**config.mk**
```make
export PLATFORM = sky130hd
export DESIGN_NAME = mmio_bus_flat
export DESIGN_NICKNAME = d
export VERILOG_FILES = /design/src/rtl/mmio_bus_if.sv /design/src/rtl/mmio_bus.sv /design/src/flat_wrapper.sv
export SDC_FILE = /design/constraint.sdc
export NUM_CORES = 1
export LEC_CHECK = 0
export CORE_MARGIN = 2
export CORE_UTILIZATION = 47
export CTS_BUF_LIST = sky130_fd_sc_hd__clkbuf_4 sky130_fd_sc_hd__clkbuf_8
export DETAILED_ROUTE_END_ITERATION = 16
export GPL_TIMING_DRIVEN = 0
export HOLD_SLACK_MARGIN = 0.02
export PLACE_DENSITY = 0.88
export SYNTH_ARGS = -nofsm -noshare
export SYNTH_HDL_FRONTEND = slang
export SYNTH_SLANG_ARGS = --single-unit
```
**constraint.sdc**
```tcl
create_clock -name clk -period 8.9 [get_ports clk]
set_clock_uncertainty 0.05 [all_clocks]
set_input_delay 2.225 -clock clk [delete_from_list [all_inputs] [get_ports clk]]
set_output_delay 2.225 -clock clk [all_outputs]
set_load 0.1 [all_outputs]
```
**src/rtl/mmio_bus_if.sv**
```systemverilog
// mmio_bus_if: master-side request/response and slave-side select/ack signals of the MMIO bus.
// The bridge takes the slave modport (it is the target of the CPU master). The master modport
// is the environment's view: it issues requests and plays the part of the attached slaves.
interface mmio_bus_if #(
   parameter int unsigned N_SLV = 4
) ();
   logic               m_req;
   logic               m_we;
   logic [31:0]        m_addr;
   logic [31:0]        m_wdata;
   logic               m_ready;
   logic [31:0]        m_rdata;
   logic               m_err;
   logic [N_SLV-1:0]   s_sel;
   logic               s_we;
   logic [31:0]        s_addr;
   logic [31:0]        s_wdata;
   logic [N_SLV*32-1:0] s_rdata;
   logic [N_SLV-1:0]   s_ack;

   modport slave (
      input  m_req, m_we, m_addr, m_wdata, s_rdata, s_ack,
      output m_ready, m_rdata, m_err, s_sel, s_we, s_addr, s_wdata
   );

   modport master (
      output m_req, m_we, m_addr, m_wdata, s_rdata, s_ack,
      input  m_ready, m_rdata, m_err, s_sel, s_we, s_addr, s_wdata
   );
endinterface

```
**src/rtl/mmio_bus.sv**
```systemverilog
// mmio_bus: single-master MMIO bridge. Decodes the master address onto one of N_SLV slaves,
// waits for that slave's ack with a timeout, and reports decode misses and timeouts as errors.
module mmio_bus #(
   parameter int unsigned         N_SLV    = 4,
   parameter logic [N_SLV*32-1:0] SLV_BASE = {32'hFFFF_F070, 32'hFFFF_F060,
                                              32'hFFFF_F000, 32'h0000_0000},
   parameter logic [N_SLV*32-1:0] SLV_MASK = {32'hFFFF_FFFC, 32'hFFFF_FFFC,
                                              32'hFFFF_FFFC, 32'hFFE0_0000},
   parameter logic [N_SLV*32-1:0] SLV_OFF  = {32'h0000_0000, 32'h0000_0000,
                                              32'h0000_0000, 32'h0000_4000},
   parameter int unsigned         TIMEOUT  = 15
) (
   input  logic        clk,
   input  logic        rst,
   mmio_bus_if.slave   bus,
   output logic [31:0] err_addr,
   output logic [7:0]  err_cnt
);

   typedef enum logic [1:0] {StIdle, StAccess, StDone, StErr} state_e;

   // Counter value seen in the last ACCESS cycle before the timeout fires
   localparam logic [7:0] TmoLast = 8'(TIMEOUT - 1);

   state_e              state_q;
   logic                we_q;
   logic [31:0]         addr_q;
   logic [7:0]          tmo_q;
   logic                m_ready_q;
   logic                m_err_q;
   logic [31:0]         m_rdata_q;
   logic [N_SLV-1:0]    s_sel_q;
   logic                s_we_q;
   logic [31:0]         s_addr_q;
   logic [31:0]         s_wdata_q;
   logic [31:0]         err_addr_q;
   logic [7:0]          err_cnt_q;

   logic                hit;
   logic [N_SLV-1:0]    hit_sel;
   logic [31:0]         hit_off;
   logic                ack_sel;
   logic [31:0]         rdata_sel;

   // Address decode; scanning downward lets the lowest matching index win
   always_comb begin
      hit     = 1'b0;
      hit_sel = '0;
      hit_off = '0;
      for (int i = int'(N_SLV) - 1; i >= 0; i--) begin
         if ((bus.m_addr & SLV_MASK[i*32 +: 32]) == SLV_BASE[i*32 +: 32]) begin
            hit        = 1'b1;
            hit_sel    = '0;
            hit_sel[i] = 1'b1;
            hit_off    = SLV_OFF[i*32 +: 32];
         end
      end
   end

   // Only the selected slave's ack and read data reach the FSM
   always_comb begin
      ack_sel   = 1'b0;
      rdata_sel = '0;
      for (int i = 0; i < int'(N_SLV); i++) begin
         if (s_sel_q[i]) begin
            ack_sel   = ack_sel | bus.s_ack[i];
            rdata_sel = rdata_sel | bus.s_rdata[i*32 +: 32];
         end
      end
   end

   // Transfer FSM with all master/slave outputs registered alongside the state
   always_ff @(posedge clk) begin
      if (rst) begin
         state_q    <= StIdle;
         we_q       <= 1'b0;
         addr_q     <= '0;
         tmo_q      <= '0;
         m_ready_q  <= 1'b0;
         m_err_q    <= 1'b0;
         m_rdata_q  <= '0;
         s_sel_q    <= '0;
         s_we_q     <= 1'b0;
         s_addr_q   <= '0;
         s_wdata_q  <= '0;
         err_addr_q <= '0;
         err_cnt_q  <= '0;
      end else begin
         unique case (state_q)
            StIdle: begin
               m_ready_q <= 1'b0;
               m_err_q   <= 1'b0;
               m_rdata_q <= '0;
               if (bus.m_req) begin
                  we_q      <= bus.m_we;
                  addr_q    <= bus.m_addr;
                  s_wdata_q <= bus.m_wdata;
                  // Wraps modulo 2^32 when the offset exceeds the address
                  s_addr_q  <= bus.m_addr - hit_off;
                  if (hit) begin
                     state_q <= StAccess;
                     s_sel_q <= hit_sel;
                     s_we_q  <= bus.m_we;
                     tmo_q   <= '0;
                  end else begin
                     state_q    <= StErr;
                     m_ready_q  <= 1'b1;
                     m_err_q    <= 1'b1;
                     err_addr_q <= bus.m_addr;
                     if (err_cnt_q != 8'hFF) err_cnt_q <= err_cnt_q + 8'd1;
                  end
               end
            end
            StAccess: begin
               if (ack_sel) begin
                  // An ack in the timeout cycle still completes the transfer
                  state_q   <= StDone;
                  m_ready_q <= 1'b1;
                  m_rdata_q <= we_q ? 32'h0 : rdata_sel;
                  s_sel_q   <= '0;
                  s_we_q    <= 1'b0;
               end else if (tmo_q == TmoLast) begin
                  state_q    <= StErr;
                  m_ready_q  <= 1'b1;
                  m_err_q    <= 1'b1;
                  s_sel_q    <= '0;
                  s_we_q     <= 1'b0;
                  err_addr_q <= addr_q;
                  if (err_cnt_q != 8'hFF) err_cnt_q <= err_cnt_q + 8'd1;
               end else begin
                  tmo_q <= tmo_q + 8'd1;
               end
            end
            StDone, StErr: begin
               state_q   <= StIdle;
               m_ready_q <= 1'b0;
               m_err_q   <= 1'b0;
               m_rdata_q <= '0;
            end
            default: state_q <= StIdle;
         endcase
      end
   end

   assign bus.m_ready = m_ready_q;
   assign bus.m_err   = m_err_q;
   assign bus.m_rdata = m_rdata_q;
   assign bus.s_sel   = s_sel_q;
   assign bus.s_we    = s_we_q;
   assign bus.s_addr  = s_addr_q;
   assign bus.s_wdata = s_wdata_q;
   assign err_addr    = err_addr_q;
   assign err_cnt     = err_cnt_q;

endmodule

```
**src/flat_wrapper.sv**
```systemverilog
// flat-port wrapper written by rule: the top's interface ports become plain ports
module mmio_bus_flat 
#(
   parameter int unsigned         N_SLV    = 4,
   parameter logic [N_SLV*32-1:0] SLV_BASE = {32'hFFFF_F070, 32'hFFFF_F060,
                                              32'hFFFF_F000, 32'h0000_0000},
   parameter logic [N_SLV*32-1:0] SLV_MASK = {32'hFFFF_FFFC, 32'hFFFF_FFFC,
                                              32'hFFFF_FFFC, 32'hFFE0_0000},
   parameter logic [N_SLV*32-1:0] SLV_OFF  = {32'h0000_0000, 32'h0000_0000,
                                              32'h0000_0000, 32'h0000_4000},
   parameter int unsigned         TIMEOUT  = 15
)
  (clk, rst, err_addr, err_cnt, bus_m_req, bus_m_we, bus_m_addr, bus_m_wdata, bus_s_rdata, bus_s_ack, bus_m_ready, bus_m_rdata, bus_m_err, bus_s_sel, bus_s_we, bus_s_addr, bus_s_wdata);
  mmio_bus_if #(.N_SLV(N_SLV)) bus_i ();
  input  logic clk;
  input  logic rst;
  output logic [31:0] err_addr;
  output logic [7:0] err_cnt;
  input wire logic [$bits(bus_i.m_req)-1:0] bus_m_req;
  input wire logic [$bits(bus_i.m_we)-1:0] bus_m_we;
  input wire logic [$bits(bus_i.m_addr)-1:0] bus_m_addr;
  input wire logic [$bits(bus_i.m_wdata)-1:0] bus_m_wdata;
  input wire logic [$bits(bus_i.s_rdata)-1:0] bus_s_rdata;
  input wire logic [$bits(bus_i.s_ack)-1:0] bus_s_ack;
  output wire logic [$bits(bus_i.m_ready)-1:0] bus_m_ready;
  output wire logic [$bits(bus_i.m_rdata)-1:0] bus_m_rdata;
  output wire logic [$bits(bus_i.m_err)-1:0] bus_m_err;
  output wire logic [$bits(bus_i.s_sel)-1:0] bus_s_sel;
  output wire logic [$bits(bus_i.s_we)-1:0] bus_s_we;
  output wire logic [$bits(bus_i.s_addr)-1:0] bus_s_addr;
  output wire logic [$bits(bus_i.s_wdata)-1:0] bus_s_wdata;
  assign bus_i.m_req = bus_m_req;
  assign bus_i.m_we = bus_m_we;
  assign bus_i.m_addr = bus_m_addr;
  assign bus_i.m_wdata = bus_m_wdata;
  assign bus_i.s_rdata = bus_s_rdata;
  assign bus_i.s_ack = bus_s_ack;
  assign bus_m_ready = bus_i.m_ready;
  assign bus_m_rdata = bus_i.m_rdata;
  assign bus_m_err = bus_i.m_err;
  assign bus_s_sel = bus_i.s_sel;
  assign bus_s_we = bus_i.s_we;
  assign bus_s_addr = bus_i.s_addr;
  assign bus_s_wdata = bus_i.s_wdata;
  mmio_bus #(.N_SLV(N_SLV), .SLV_BASE(SLV_BASE), .SLV_MASK(SLV_MASK), .SLV_OFF(SLV_OFF), .TIMEOUT(TIMEOUT)) u_core (.clk(clk), .rst(rst), .bus(bus_i), .err_addr(err_addr), .err_cnt(err_cnt));
endmodule
```
==> flow_summary.toml, run 1 <==
[timing]
slew_viol_final = 0
finalCritPeriodShare_pct = 56.9
fmax_mhz = 198
rsz0062_at_grt = "no"
setup_slack_ps = 3840
hold_violations = 0
min_period_ps = 5060
maxSlewHeadroom_pct = 27.2
setup_tns_ps = 0
worst_pin_slew_ps = 1090
setup_viol = 0

[finish]
seqCellArea_sq_mm = 0.00344
drive_gt1_share_pct = 7.16
multi_input_area_sq_mm = 0.00394
syn_to_final_growth_pct = 51.3
num-fill-cells = 1283
fin_util_pct = 72.2
num-nets-final = 1534

[power_and_ir_drop]
pwr-share-seq_pct = 40.3
power.share.combinational_pct = 34.1
swShare_pct = 39.2
ir_drop_v = 0.000128
powerDensity_mw_per_mm2 = 179
leakage_uw = 0.00408
clock_power_share_pct = 25.6
power.switching_uw = 833
internal-power_uw = 1290

[setup_path]
worstReg2RegStart = "u_core.bus.s_sel[0]"
critPathRequiredTime_ps = 9190
r2r_cells = 8
arrival_ps = 5350
end_kind = "register"
crit_path_start_kind = "input port"
crit_fanout = 6
r2r_slack_ps = 5610
startpoint = "bus_m_addr[24]"
critical_path_class = "in -> reg"
r2r_end = "u_core.err_addr[4]"

[outcome]
status = "complete, no violations"

[logic_synthesis]
synthArstFlopShare_pct = 0
synth_top_area_share_pct = 43.8
synth_nets = 1179
ys_seq_area_share_pct = 43.8
synth-edff-count = 0
syn-cell-area_sq_mm = 0.00786
synth_top_area_cell = "dfxtp_1"
yosysMostFrequentCell = "nand2_1"
syn_area_per_cell_sq_um = 8.07
synthTopCellsByArea = "dfxtp_1, nand2_1, a21oi_1"
synth_cells = 974
yosys-top-cells-count = "nand2_1, dfxtp_1, a21oi_1"
yosys_most_used_dff = "dfxtp_1"
yosysWarnings = 0
synth_seq_cells = 172
ys_types = 51

[die]
core_area_sq_mm = 0.0165
die_w_microns = 133
die_h_microns = 133
ios = 343
rows = 47
start_util_pct = 47.7
die_area_sq_mm = 0.0178

[clock_tree]
cts_root_buf = "clkbuf_8"
h-tree-depth = 4
clk-insertion-delay-late_ps = 470
holdBufCountCts = 0
cts_buffers = 17
post_cts_buffers = 0
cts.sinks = 172
post_cts_resized = 0
clockBufferDepth = 2
cts_tree = "done"
clk_pin_slew_ps = 90

[global_route]
grt_pass1_wl_microns = 45500
track_usage_pct = 32.8
antenna_found_initial = 3
grt_pass1_vias = 8410
grt_start_max_net_pins = 17
grt-ovfl-total = 0

[run]
drv_cap = 0

[hold_path]
holdPathEnd = "u_core.bus.s_wdata[8]"
hold_start = "u_core.bus.s_wdata[8]"
hp-class = "reg -> reg"
hold_depth = 2

[place]
gp_congestion = 0.970
portBuffers = 336
hpwlAfterDp_microns = 23200
place_ws_ps = 3420

[detailed_routing]
drc = 0
wl_per_cell_microns = 19.2
viasPerCell = 5.63
drt_iter0_markers = 691
firstDrtPassIters = 5
vias = 8792
final_antenna_net_count = 0
wirelength_microns = 30000
## per-stage QoR
stage	instances	hold slack [ps]	area [sq um]	total power [uW]
6_report	1563	408	11900	2120
5_1_grt	1563	426	11900	2190
4_1_cts	1560	408	11900	2120
3_5_place_dp	1530	396	11500	1590
3_3_place_gp	1530	391	11500	1580
2_1_floorplan	974	387	7860	1350
## worst max-delay path by stage
stage | to | slack (ps) | cells past startpoint
finish | u_core.bus.s_addr[30] | 3840 | 11
global route | u_core.bus.s_addr[30] | 3690 | 11
CTS | u_core.bus.s_addr[30] | 3920 | 11
detailed placement | u_core.bus.s_addr[30] | 3420 | 11
global placement | u_core.bus.s_addr[30] | 3450 | 11
floorplan | u_core.bus.s_addr[30] | 4330 | 11
## sequential cells by signal, summed over array words and instances, names as in the netlist
| register | flops |
|---|---|
| u_core.bus.m_ready | 1 |
| u_core.we_q | 1 |
| u_core.bus.m_rdata | 32 |
| u_core.bus.s_sel | 4 |
| u_core.bus.s_we | 1 |
| u_core.addr_q | 18 |
| u_core.bus.m_err | 1 |
| u_core.err_addr | 32 |
| u_core.err_cnt | 8 |
| u_core.bus.s_wdata | 32 |
| u_core.state_q | 2 |
| u_core.tmo_q | 8 |
| u_core.bus.s_addr | 32 |
## layout make-up
cell class	count	share of cell area, %
multi-input combinational	700	33.1
sequential	172	29.0
timing repair buffer	336	28.3
buffer	96	3.86
clock buffer	22	2.49
tap	220	2.32
clock inverter	8	0.726
inverter	6	0.189
antenna	3	0.0631
## placed cells by master (no fill, tap or decap), drive strengths merged, types with 6 or more instances in the layout
cell type,count
nor4,8
nor2b,6
xnor2,9
inv,7
nand3,13
o21ai,15
nor3,7
clkbuf,92
and3,6
a21oi,143
a22oi,66
clkdlybuf4s50,336
nand2,217
nor2,100
nand4,10
a211oi,13
buf,26
dfxtp,172
a311oi,35
## power groups by stage
stage | Combinational (uW) | Sequential [uW] | Clock, uW
after floorplan | 206 | 1140 | 0
after global placement | 712 | 871 | 0
after detailed placement | 720 | 873 | 0
after CTS | 722 | 855 | 545
after global routing | 754 | 861 | 572
final | 724 | 856 | 543
## worst max-delay path: stages
cell,delay (ps)
clkdlybuf4s50_1,530
nor4_2,490
nand4b_1,480
inv_1,180
ha_1,180
ha_1,260
and3_1,250
nand2_1,80
or4_1,430
xor2_1,160
a21oi_1,80
## layer usage
metal / routed length [microns] / up-vias / share of wire [%] / global-route usage [%]
li1: - / 4125 / - / -
met1: 11200 / 4099 / 37 / 37.7
met2: 14600 / 484 / 49 / 55.8
met3: 3010 / 84 / 10 / 10.4
met4: 1210 / 0 / 4.0 / 15.2
met5: 0 / - / 0 / 0
## cells by family after synthesis
family                   count (synthesis)  synth area share [%]
multiplexers                             4                 0.589
adder cells (fa/ha/maj)                  5                 0.796
XOR/XNOR                                14                  1.56
buffers and inverters                  102                  6.13
flip-flops                             172                  43.8
AO/OA/AOI/OAI                          289                  25.9
AND/OR/NAND/NOR                        388                  21.3
No activity file was read; power rests on OpenSTA's default activity.
==> run 2: changes to the inputs <==
--- a/config.mk
+++ b/config.mk
@@ -6,12 +6,12 @@
 export NUM_CORES = 1
 export LEC_CHECK = 0
 export CORE_MARGIN = 2
-export CORE_UTILIZATION = 47
+export CORE_UTILIZATION = 40
 export CTS_BUF_LIST = sky130_fd_sc_hd__clkbuf_4 sky130_fd_sc_hd__clkbuf_8
 export DETAILED_ROUTE_END_ITERATION = 16
 export GPL_TIMING_DRIVEN = 0
 export HOLD_SLACK_MARGIN = 0.02
-export PLACE_DENSITY = 0.88
+export PLACE_DENSITY = 0.8
 export SYNTH_ARGS = -nofsm -noshare
 export SYNTH_HDL_FRONTEND = slang
 export SYNTH_SLANG_ARGS = --single-unit
==> constraint.sdc (replaced) <==
create_clock -name clk -period 4.25 [get_ports clk]
set_clock_uncertainty 0.05 [all_clocks]
set_input_delay 1.0625 -clock clk [delete_from_list [all_inputs] [get_ports clk]]
set_output_delay 1.0625 -clock clk [all_outputs]
set_load 0.1 [all_outputs]
==> run 2 against run 1 <==
Effect of this change: die area is 17% higher; worst setup slack worse by 3500 ps; sequential power is 110% higher; combinational power is 110% higher; wire length is 5.3% higher.
==> flow_summary.toml, run 2 (synthesis results as in run 1) <==
[outcome]
status = "complete, no violations"

[finish]
num-fill-cells = 1743
final_area_sq_mm = 0.0120
instances_no_fill = 1611
final_cell_mix = "clkdlybuf4s50_1, nand2_1, dfxtp_1, a21oi_1, nor2_1"
syn_to_final_growth_pct = 52.5
drive_gt1_share_pct = 7.30
multi_input_area_sq_mm = 0.00394
final_common_cell = "clkdlybuf4s50_1"
seqCellArea_sq_mm = 0.00344
num-nets-final = 1534

[global_route]
grt_pass1_wl_microns = 46100
grt_use_met2_pct = 50.3
grt.busiest_layer = "met2"
track_usage_pct = 29.3
grt.met3_usage_pct = 9.93
antenna_found_initial = 4
grt_pass1_vias = 8297
grt_start_max_net_pins = 17
met1_usage_pct = 32.5
grt-ovfl-total = 0

[setup_path]
critPathMaxStageDelay_ps = 540
r2r_slack_ps = 1180
crit_family = "simple AND/OR/NAND/NOR gates"
cp_slowest_cell = "clkdlybuf4s50_1"
critPathRequiredTime_ps = 4530
crit_path_start_kind = "input port"
critical_path_class = "in -> reg"
arrival_ps = 4170
path_cells = "clkdlybuf4s50_1, nor4_2, nand4b_1, inv_1, ha_1, ha_1, and3_1, nand2_1, or4_1, xor2_1, a21oi_1"
critical_path_buf_inv_count = 2
critPathMostFrequentCell = "ha_1"
end_kind = "register"
crit_fanout = 6

[detailed_routing]
drc = 0
viasPerCell = 5.44
firstDrtPassIters = 5
wl_per_cell_microns = 19.6
vias = 8761
wirelength_microns = 31600
drt_iter0_markers = 596
final_antenna_net_count = 0

[place]
hpwlAfterDp_microns = 24200
gp_congestion = 0.935
place_ws_ps = -79.2
post-place-cells = 1575
portBuffers = 336
postPlaceCellArea_sq_mm = 0.0116

[power_and_ir_drop]
powerDensity_mw_per_mm2 = 381
leakage_uw = 0.00410
ir_drop_v = 0.000289

[hold_path]
hp-class = "reg -> reg"

[clock_tree]
cts_buffers = 17
clk_pin_slew_ps = 90
cts_root_buf = "clkbuf_8"
h-tree-depth = 4
clockBufferDepth = 2
post_cts_buffers = 0
post_cts_resized = 0
holdBufCountCts = 0
clk-insertion-delay-late_ps = 470
cts.sinks = 172
cts_tree = "done"

[timing]
setup_viol = 0
min_period_ps = 3890
hold_violations = 0
setup_slack_ps = 358
rsz0062_at_grt = "no"
worst_pin_slew_ps = 1130
slew_viol_final = 0
setup_tns_ps = 0
fmax_mhz = 257
maxSlewHeadroom_pct = 24.6
finalCritPeriodShare_pct = 91.6
holdWs_ps = 408

[die]
rows = 51
die_w_microns = 144
core_area_sq_mm = 0.0194
die_area_sq_mm = 0.0208
die_h_microns = 144
ios = 343
start_util_pct = 40.5

[run]
drv_cap = 0
-- run 2: metal layers --
metal,part of all wire (%),wire length [microns]
met1,38,11900
met2,48,15200
met3,9.6,3020
met4,4.6,1450
met5,0.051,16
-- run 2: worst paths after layout --
path,start,end,depth (start not counted)
max,bus_m_addr[24],u_core.bus.s_addr[30],11
min,u_core.bus.s_wdata[23],u_core.bus.s_wdata[23],2
max reg2reg,u_core.bus.s_sel[0],u_core.err_addr[7],8
min reg2reg,u_core.bus.s_wdata[23],u_core.bus.s_wdata[23],2
-- run 2: power breakdown --
group          total, uW  switching [uW]  internal, uW
sequential          1790            71.9          1720
combinational       1520            1070           453
clock               1250             636           615
-- run 2: worst reg2reg max path, cell delays in order (launching register included) --
cell	delay, ps
dfxtp_1	320
clkbuf_1	280
a22oi_1	260
nand2_1	180
nor2_1	780
a32o_2	290
clkbuf_1	460
nor2_1	140
a311oi_2	250
-- run 2: layout make-up --
type                       count  area share [%]
buffer                        96            3.83
timing repair buffer         336            28.1
tap                          265            2.77
multi-input combinational    700            32.8
sequential                   172            28.7
clock buffer                  20            2.19
clock inverter                12            1.35
inverter                       6           0.188
antenna                        4          0.0835
-- run 2: stage by stage --
stage | power, uW | utilization (%)
after global routing | 4730 | 61.8
after detailed placement | 3340 | 59.6
after CTS | 4570 | 61.8
final | 4560 | 61.8
after floorplan | 2820 | -
after global placement | 3320 | 59.6
